File: src/rtl/pdm_serializer_if.sv
// rtl/pdm_serializer_if.sv - PCM sample valid/ready handshake bundle
interface pdm_serializer_if #(
   parameter int WIDTH = 16
) ();
   logic [WIDTH-1:0] data;
   logic             valid;
   logic             ready;

   modport master (
      output data,
      output valid,
      input  ready
   );

   modport slave (
      input  data,
      input  valid,
      output ready
   );
endinterface

File: src/rtl/pdm_serializer.sv
// rtl/pdm_serializer.sv - PCM to 1-bit PDM first-order sigma-delta serializer
// One-deep input buffer feeds the current sample; the accumulator carry is the PDM bit.
module pdm_serializer #(
   parameter int CLK_DIV         = 100,
   parameter int WIDTH           = 16,
   parameter int BITS_PER_SAMPLE = 16
) (
   input  logic             clock,
   input  logic             reset_n,
   input  logic             enable,
   pdm_serializer_if.slave  s_if,
   output logic             pdm_o,
   output logic             pdm_clk_o,
   output logic             audio_sd_o,
   output logic             underrun,
   output logic             busy
);

   localparam int DIV_W = (CLK_DIV > 1) ? $clog2(CLK_DIV) : 1;
   localparam int BIT_W = (BITS_PER_SAMPLE > 1) ? $clog2(BITS_PER_SAMPLE) : 1;
   localparam logic [DIV_W-1:0] DIV_LAST = DIV_W'(CLK_DIV - 1);
   localparam logic [DIV_W-1:0] DIV_HALF = DIV_W'(CLK_DIV / 2);
   localparam logic [BIT_W-1:0] BIT_LAST = BIT_W'(BITS_PER_SAMPLE - 1);

   typedef enum logic [1:0] {
      IDLE  = 2'd0,
      PRIME = 2'd1,
      RUN   = 2'd2
   } state_t;

   state_t           state_q, state_d;
   logic [WIDTH-1:0] buf_q, buf_d;
   logic             buf_full_q, buf_full_d;
   logic [WIDTH-1:0] cur_q, cur_d;
   logic [WIDTH-1:0] acc_q, acc_d;
   logic [DIV_W-1:0] div_q, div_d;
   logic [BIT_W-1:0] bitcnt_q, bitcnt_d;
   logic             pdm_q, pdm_d;
   logic             pdm_clk_q, pdm_clk_d;
   logic             sd_q, sd_d;
   logic             busy_q, busy_d;
   logic             underrun_q, underrun_d;

   logic             ready;
   logic             accept;
   logic             tick;
   logic [WIDTH:0]   sum;

   // The handshake is gated only by enable, so a sample can be taken while still in IDLE.
   assign ready  = enable && !buf_full_q;
   assign accept = s_if.valid && ready;
   assign tick   = (div_q == DIV_LAST);
   assign sum    = {1'b0, acc_q} + {1'b0, cur_q};

   always_comb begin
      state_d    = state_q;
      buf_d      = buf_q;
      buf_full_d = buf_full_q;
      cur_d      = cur_q;
      acc_d      = acc_q;
      div_d      = div_q;
      bitcnt_d   = bitcnt_q;
      pdm_d      = pdm_q;
      underrun_d = 1'b0;

      if (!enable) begin
         state_d    = IDLE;
         buf_d      = '0;
         buf_full_d = 1'b0;
         cur_d      = '0;
         acc_d      = '0;
         div_d      = '0;
         bitcnt_d   = '0;
         pdm_d      = 1'b0;
      end else begin
         // accept and a buffer drain are exclusive: accept needs an empty buffer
         if (accept) begin
            buf_d      = s_if.data;
            buf_full_d = 1'b1;
         end
         case (state_q)
            IDLE: begin
               state_d = PRIME;
            end
            PRIME: begin
               if (buf_full_q) begin
                  cur_d      = buf_q;
                  buf_full_d = 1'b0;
                  div_d      = '0;
                  bitcnt_d   = '0;
                  acc_d      = '0;
                  state_d    = RUN;
               end
            end
            RUN: begin
               div_d = tick ? '0 : div_q + DIV_W'(1);
               if (tick) begin
                  acc_d = sum[WIDTH-1:0];
                  pdm_d = sum[WIDTH];
                  if (bitcnt_q == BIT_LAST) begin
                     bitcnt_d = '0;
                     // On an empty buffer the last sample repeats and acc runs on.
                     if (buf_full_q) begin
                        cur_d      = buf_q;
                        buf_full_d = 1'b0;
                     end else begin
                        underrun_d = 1'b1;
                     end
                  end else begin
                     bitcnt_d = bitcnt_q + BIT_W'(1);
                  end
               end
            end
            default: begin
               state_d = IDLE;
            end
         endcase
      end

      pdm_clk_d = (state_d == RUN) && (div_d < DIV_HALF);
      sd_d      = (state_d != IDLE);
      busy_d    = (state_d == RUN);
   end

   always_ff @(posedge clock or negedge reset_n) begin
      if (!reset_n) begin
         state_q    <= IDLE;
         buf_q      <= '0;
         buf_full_q <= 1'b0;
         cur_q      <= '0;
         acc_q      <= '0;
         div_q      <= '0;
         bitcnt_q   <= '0;
         pdm_q      <= 1'b0;
         pdm_clk_q  <= 1'b0;
         sd_q       <= 1'b0;
         busy_q     <= 1'b0;
         underrun_q <= 1'b0;
      end else begin
         state_q    <= state_d;
         buf_q      <= buf_d;
         buf_full_q <= buf_full_d;
         cur_q      <= cur_d;
         acc_q      <= acc_d;
         div_q      <= div_d;
         bitcnt_q   <= bitcnt_d;
         pdm_q      <= pdm_d;
         pdm_clk_q  <= pdm_clk_d;
         sd_q       <= sd_d;
         busy_q     <= busy_d;
         underrun_q <= underrun_d;
      end
   end

   assign s_if.ready = ready;
   assign pdm_o      = pdm_q;
   assign pdm_clk_o  = pdm_clk_q;
   assign audio_sd_o = sd_q;
   assign busy       = busy_q;
   assign underrun   = underrun_q;

endmodule

File: src/flat_wrapper.sv
// flat-port wrapper written by rule: the top's interface ports become plain ports
module pdm_serializer_flat 
#(
   parameter int CLK_DIV         = 100,
   parameter int WIDTH           = 16,
   parameter int BITS_PER_SAMPLE = 16
)
  (clock, reset_n, enable, pdm_o, pdm_clk_o, audio_sd_o, underrun, busy, s_if_data, s_if_valid, s_if_ready);
  pdm_serializer_if #(.WIDTH(WIDTH)) s_if_i ();
  input  logic clock;
  input  logic reset_n;
  input  logic enable;
  output logic pdm_o;
  output logic pdm_clk_o;
  output logic audio_sd_o;
  output logic underrun;
  output logic busy;
  input wire logic [$bits(s_if_i.data)-1:0] s_if_data;
  input wire logic [$bits(s_if_i.valid)-1:0] s_if_valid;
  output wire logic [$bits(s_if_i.ready)-1:0] s_if_ready;
  assign s_if_i.data = s_if_data;
  assign s_if_i.valid = s_if_valid;
  assign s_if_ready = s_if_i.ready;
  pdm_serializer #(.CLK_DIV(CLK_DIV), .WIDTH(WIDTH), .BITS_PER_SAMPLE(BITS_PER_SAMPLE)) u_core (.clock(clock), .reset_n(reset_n), .enable(enable), .s_if(s_if_i), .pdm_o(pdm_o), .pdm_clk_o(pdm_clk_o), .audio_sd_o(audio_sd_o), .underrun(underrun), .busy(busy));
endmodule
File: config.mk
export PLATFORM = sky130hd
export DESIGN_NAME = pdm_serializer_flat
export DESIGN_NICKNAME = d
export VERILOG_FILES = /design/src/rtl/pdm_serializer_if.sv /design/src/rtl/pdm_serializer.sv /design/src/flat_wrapper.sv
export SDC_FILE = /design/constraint.sdc
export NUM_CORES = 1
export LEC_CHECK = 0
export ABC_CLOCK_PERIOD_IN_PS = 3300
export CORE_MARGIN = 2
export CORE_UTILIZATION = 60
export CTS_BUF_LIST = sky130_fd_sc_hd__clkbuf_4 sky130_fd_sc_hd__clkbuf_8
export CTS_CLUSTER_SIZE = 16
export DETAILED_ROUTE_END_ITERATION = 10
export PLACE_DENSITY_LB_ADDON = 0.05
export SYNTH_ARGS = -nofsm -noshare
export SYNTH_HDL_FRONTEND = slang
export SYNTH_SLANG_ARGS = --single-unit
export TNS_END_PERCENT = 1
File: constraint.sdc
create_clock -name clock -period 3.3 [get_ports clock]
set_input_delay 0.495 -clock clock [delete_from_list [all_inputs] [get_ports clock]]
set_output_delay 0.495 -clock clock [all_outputs]
set_load 0.05 [all_outputs]
# Yosys cells after proc, flatten, opt, wreduce, memory -nomap -nowiden

Cells that the tools add are included.

Bits of input ports: 20
Latch bits: 0
Memory bits (read-only): 0
Register bits: 67
Output and inout port bits: 6
Memories kept: 0
Bits in writable memories: 0

Order comparisons: 1
Reductions and logical operators: 9
Add/subtract/negate cells: 3
Bitwise logic cells: 0
$mul: 0
Mux-type cells: 37
Div/mod/pow operators: 0
Shift operators: 0
Eq/ne operators: 12

Operators with widths:

| kind                                                                    | count |
|---|---|
| 16-bit two-way mux                                                      | 9 |
| 16-bit one-hot mux with 2 select lines                                  | 2 |
| 7-bit two-way mux                                                       | 3 |
| 16-bit by 16-bit adder with 17-bit output                               | 1 |
| 4-bit two-way mux                                                       | 4 |
| 7-bit one-hot mux with 2 select lines                                   | 1 |
| 1-bit two-way mux                                                       | 13 |
| 3-bit by 2-bit inequality test with 1-bit output, second input constant | 3 |
| 4-bit one-hot mux with 2 select lines                                   | 1 |
| 7-bit by 1-bit adder with 7-bit output, second input constant           | 1 |
| 7-bit equality test, second input constant                              | 1 |
| 7-bit by 6-bit < comparator with 1-bit output, second input constant    | 1 |
| 2-bit by 1-bit inequality test with 1-bit output, second input constant | 3 |
| 2-bit one-hot mux with 3 select lines                                   | 1 |
| 3-bit AND reduction                                                     | 2 |
| 4-bit by 1-bit adder with 4-bit output, second input constant           | 1 |
| 2-bit equality test, second input constant                              | 2 |
| 4-bit equality test, second input constant                              | 1 |
| 2-bit two-way mux                                                       | 2 |
| 1-bit logical AND                                                       | 3 |
| 3-bit by 1-bit inequality test with 1-bit output, second input constant | 1 |
| 2-bit by 1-bit equality test with 1-bit output, second input constant   | 1 |
| 2-bit zero test                                                         | 1 |
| 1-bit one-hot mux with 2 select lines                                   | 1 |
| 3 further kinds                                                         | 3 |

# Depth between registers and ports, before layout

Word-level depth: 9
Depth in mapped cells: 9

# Worst setup path after synthesis

Ideal clock, no wire load.

Kind: reg-to-reg
Start point: reg u_core.acc_q[0]
End point: reg u_core.acc_q[12]
Path buffers: 0
Data required time: 3,179 ps
Cell stages (with the launch flop): 10
Setup time: 121 ps
Data arrival time: 2,197 ps
Path slack: 982 ps
Clock period less this slack: 2,318 ps
Cells stage by stage: dfrtp_1 > ha_1 > fa_1 > a21o_1 > a221oi_2 > o21ba_1 > nor2_1 > a21o_1 > xor2_1 > a22o_1

Cells in the longest elaborated chain, start to end: 4

Ends and longest elaborated chain:

| item                                      | line                  | text |
|---|---|---|
| start, declared                           | pdm_serializer.sv:35  | `logic [WIDTH-1:0] acc_q, acc_d;` |
| start signal, assigned                    | pdm_serializer.sv:131 | `acc_q <= '0;` |
| start signal, assigned                    | pdm_serializer.sv:144 | `acc_q <= acc_d;` |
| 16-bit by 16-bit adder with 17-bit output | pdm_serializer.sv:53  | `assign sum = {1'b0, acc_q} + {1'b0, cur_q};` |
| 16-bit two-way mux                        | pdm_serializer.sv:97  | `if (tick) begin` |
| 16-bit one-hot mux with 2 select lines    | pdm_serializer.sv:81  | `case (state_q)` |
| 16-bit two-way mux                        | pdm_serializer.sv:66  | `if (!enable) begin` |

No other way between the ends. The select of a mux whose other input is x is not followed.
A chain may end at the register's enable or synchronous reset.

# Final worst setup path

Start point: reg u_core.acc_q[0]
End point: reg u_core.pdm_q (netlist: u_core.pdm_o)

Cells in the longest elaborated chain, start to end: 4

Ends and longest elaborated chain:

| item                                      | line                  | text |
|---|---|---|
| 16-bit by 16-bit adder with 17-bit output | pdm_serializer.sv:53  |  |
| 1-bit two-way mux                         | pdm_serializer.sv:97  |  |
| 1-bit two-way mux                         | pdm_serializer.sv:81  |  |
| 1-bit two-way mux                         | pdm_serializer.sv:66  |  |
| end signal, assigned                      | pdm_serializer.sv:147 | `pdm_q <= pdm_d;` |
| end, declared                             | pdm_serializer.sv:38  | `logic pdm_q, pdm_d;` |

No other way between the ends. The select of a mux whose other input is x is not followed.

==> flow_summary_export.csv <==
group,metric,value,unit
global_routing,grt_remaining_overflow,0,
setup_path,cp.arrival,2770,ps
sta,setup_ws,747,ps
placement,place_area,3830,µm²
sta,final_max_slew_viol_count,0,
setup_path,critical_path_buf_inv_count,0,
yosys,yosysWarnings,0,
cts,clkTransAtPathRegs,70,ps
detailed_routing,first_pass_iters,4,
sta,tightest_slew,540,ps
cts,post-cts-setup-buffer-count,0,
detailed_routing,via_per_inst,5.75,
detailed_routing,vias,2669,
yosys,synthSimpleGateAreaFrac,0.149,
cts,clk_latency,340,ps
cts,holdBufCountCts,0,
floorplan,coreArea,5540,µm²
yosys,postSynthCellCount,358,
floorplan,dieHeight,80.1,µm
setup_path,crit_chain,"ha_1, fa_1, a21o_1, a221oi_2, o21ba_1, nor2_1, a21o_1, a211oi_1, nor2_1",
sta,skew,9.05,ps
layout,layout-drive-gt1-share,0.0969,
setup_path,cp_data_required_time,3520,ps
floorplan,std_cell_rows,27,
layout,diodes,0,
layout,instances_no_fill,464,
sta,rsz0062_at_grt,"no",
yosys,synth_xor_xnor_area_share,0.0327,
layout,multi_input_area,1700,µm²
floorplan,start_util,0.628,
yosys,synth_ff_type,"dfrtp_1",
yosys,synthAdderAreaFrac,0.0849,
placement,port_buffers,25,
global_routing,antenna_found_initial,0,
detailed_routing,detail-route-antenna-nets,0,
setup_path,path_class,"reg2reg",
setup_path,max_stage_delay,430,ps
layout,final_cell_mix,"67 x dfrtp_1, 64 x nand2_1, 25 x o21ai_0, 23 x nor2_1, 23 x clkdlybuf4s50_1",
setup_path,critPathTopFamily,"compound AO/OA/AOI/OAI gates",
sta,slew-limit-headroom,0.640,
yosys,netlist_area,3480,µm²
floorplan,die_area,6420,µm²
global_routing,grt_max_degree,33,
layout,num-nets-final,431,
global_routing,grt_pass1_wl,11.8,mm
detailed_routing,wl,6.94,mm
yosys,synth_edf_count,0,
yosys,synth_compound_area_frac,0.221,
power_and_ir_drop,p_leak,1.93,nW
global_routing,grt_pass1_vias,2521,
yosys,synth_mux_area_frac,0,
setup_path,endpoint_kind,"flip-flop",
cts,cts_resized,0,
cts,cts_buffers,9,
sta,setup_tns,0,ps
setup_path,crit_slowest_cell,"fa_1",
yosys,synth_top_family_by_area,"compound AO/OA/AOI/OAI gates",
yosys,synth-seq-cells,67,
yosys,yosysUniqueCellTypes,47,
power_and_ir_drop,vdd_drop_max,306,µV
floorplan,io_pins,26,
sta,setup_viol_count_final,0,
power_and_ir_drop,combinationalPowerShare,0.118,
layout,final_common_cell,"dfrtp_1",
power_and_ir_drop,seq_power_share,0.471,
layout,fillCellCount,427,
sta,finalHoldViolCount,0,
cts,htreeDepth,3,
cts,cts.path.max_buffers,2,
worst_hold_path,hp-class,"in2async",
placement,placedCellCount,449,
cts,cts_tree,"built",
outcome,status,"finished clean",
placement,place_ws,766,ps
detailed_routing,drc,0,
setup_path,start_kind,"flip-flop",
flow_run,cap_violations,0,
detailed_routing,drt_iter0_drc,125,
cts,cts_sinks,67,
yosys,ys_seq_area_frac,0.482,
sta,whs,59.1,ps
detailed_routing,wl_per_cell,15.0,µm
sta,max_freq,392,MHz
layout,final_util,0.731,
placement,place_hpwl,4.83,mm
sta,period_needed,2550,ps
placement,gp_congestion,0.877,
layout,register_area,1680,µm²
power_and_ir_drop,p_sw,0.449,mW
power_and_ir_drop,power.internal,1.41,mW
layout,area_growth,16.5,%
power_and_ir_drop,swShare,0.242,
setup_path,cp_max_fo,4,
cts,root_buffer,"clkbuf_8",
global_routing,track_usage,0.243,
yosys,ys_async_sr_fraction,1.00,
floorplan,die_w,80.1,µm
yosys,avgSynthCellArea,9.72,µm²
power_and_ir_drop,p_clk_frac,0.411,
layout,finish.instance_area,4050,µm²
yosys,synth_nets,401,
sta,fin_crit_sh,0.774,
power_and_ir_drop,power,1.86,mW
power_and_ir_drop,p_per_area,458,nW/µm²
[worst paths after layout]
path,start,end,slack (ps),cells past startpoint
max,u_core.acc_q[0],u_core.pdm_o,750,9
min,reset_n,u_core.underrun,60,1
max reg2reg,u_core.acc_q[0],u_core.pdm_o,750,9
min reg2reg,u_core.cur_q[0],u_core.cur_q[0],500,2
max in group asynchronous,reset_n,u_core.acc_q[13],2520,2
min in group clock,u_core.cur_q[0],u_core.cur_q[0],500,2
[layout make-up]
type | instances | share of cell area
multi-input combinational | 264 | 0.419
sequential | 67 | 0.414
inverter | 12 | 0.0111
tap | 72 | 0.0222
clock inverter | 2 | 0.0148
timing repair buffer | 34 | 0.0797
clock buffer | 13 | 0.0395
[power groups by stage]
stage               clock, mW  combinational [mW]  sequential, mW
floorplan                   0               0.125           0.896
global placement            0               0.217           0.889
detailed placement          0               0.220           0.890
CTS                     0.781               0.221           0.874
global route            0.814               0.246           0.877
finish                  0.763               0.219           0.874
[flip-flops by register name, summed over array words and instances (netlist names)]
| register | cells |
|---|---|
| u_core.underrun | 1 |
| u_core.buf_full_q | 1 |
| u_core.pdm_o | 1 |
| u_core.pdm_clk_o | 1 |
| u_core.bitcnt_q | 4 |
| u_core.state_q | 2 |
| u_core.cur_q | 16 |
| u_core.busy | 1 |
| u_core.acc_q | 16 |
| u_core.div_q | 7 |
| u_core.buf_q | 16 |
| u_core.audio_sd_o | 1 |
[layer usage]
| layer | vias up | track usage | part of all wire |
|---|---|---|---|
| li1 | 1327 | - | - |
| met1 | 1283 | 0.316 | 0.46 |
| met2 | 50 | 0.397 | 0.48 |
| met3 | 9 | 0.0573 | 0.039 |
| met4 | 0 | 0.0932 | 0.014 |
| met5 | - | 0 | 0 |
[Yosys cell counts (2+ instances only)]
| master | instances | area (µm²) |
|---|---|---|
| dfrtp_1 | 67 | 1680 |
| nand2_1 | 64 | 240 |
| o21ai_0 | 25 | 125 |
| nor2_1 | 23 | 86.3 |
| ha_1 | 22 | 275 |
| o21ai_1 | 19 | 95.1 |
| a22o_1 | 17 | 149 |
| a21oi_1 | 13 | 65.1 |
| inv_1 | 12 | 45.0 |
| clkbuf_1 | 10 | 37.5 |
| xnor2_1 | 8 | 70.1 |
| a21o_1 | 7 | 52.6 |
| nand3_1 | 6 | 30.0 |
| buf_2 | 5 | 25.0 |
| nand4_1 | 5 | 31.3 |
| nor3_1 | 5 | 25.0 |
| xor2_1 | 5 | 43.8 |
| and2_1 | 3 | 18.8 |
| nand2b_1 | 3 | 18.8 |
| o21a_1 | 3 | 22.5 |
| a211oi_1 | 2 | 15.0 |
| a22oi_1 | 2 | 15.0 |
| a31oi_2 | 2 | 25.0 |
| o211ai_1 | 2 | 15.0 |
| o21bai_1 | 2 | 15.0 |
| o22ai_1 | 2 | 12.5 |
| o31ai_1 | 2 | 15.0 |
| or2_2 | 2 | 12.5 |
| or3_1 | 2 | 12.5 |
[worst reg2reg max path, delay by kind of cell (launching register included)]
family,cells,cell delay (ps)
flip-flops,1,380
AND/OR/NAND/NOR,2,130
adder cells (fa/ha/maj),2,660
AO/OA/AOI/OAI,5,1270
[kinds of logic (layout without fill, tap and decap cells)]
group / count (synthesis) / after routing
fa+ha+maj: 23 / 23
compound gates: 110 / 110
buf+inv: 27 / 61
simple gates: 118 / 118
flops: 67 / 67
xor+xnor: 13 / 13
(Power assumes the default switching activity.)
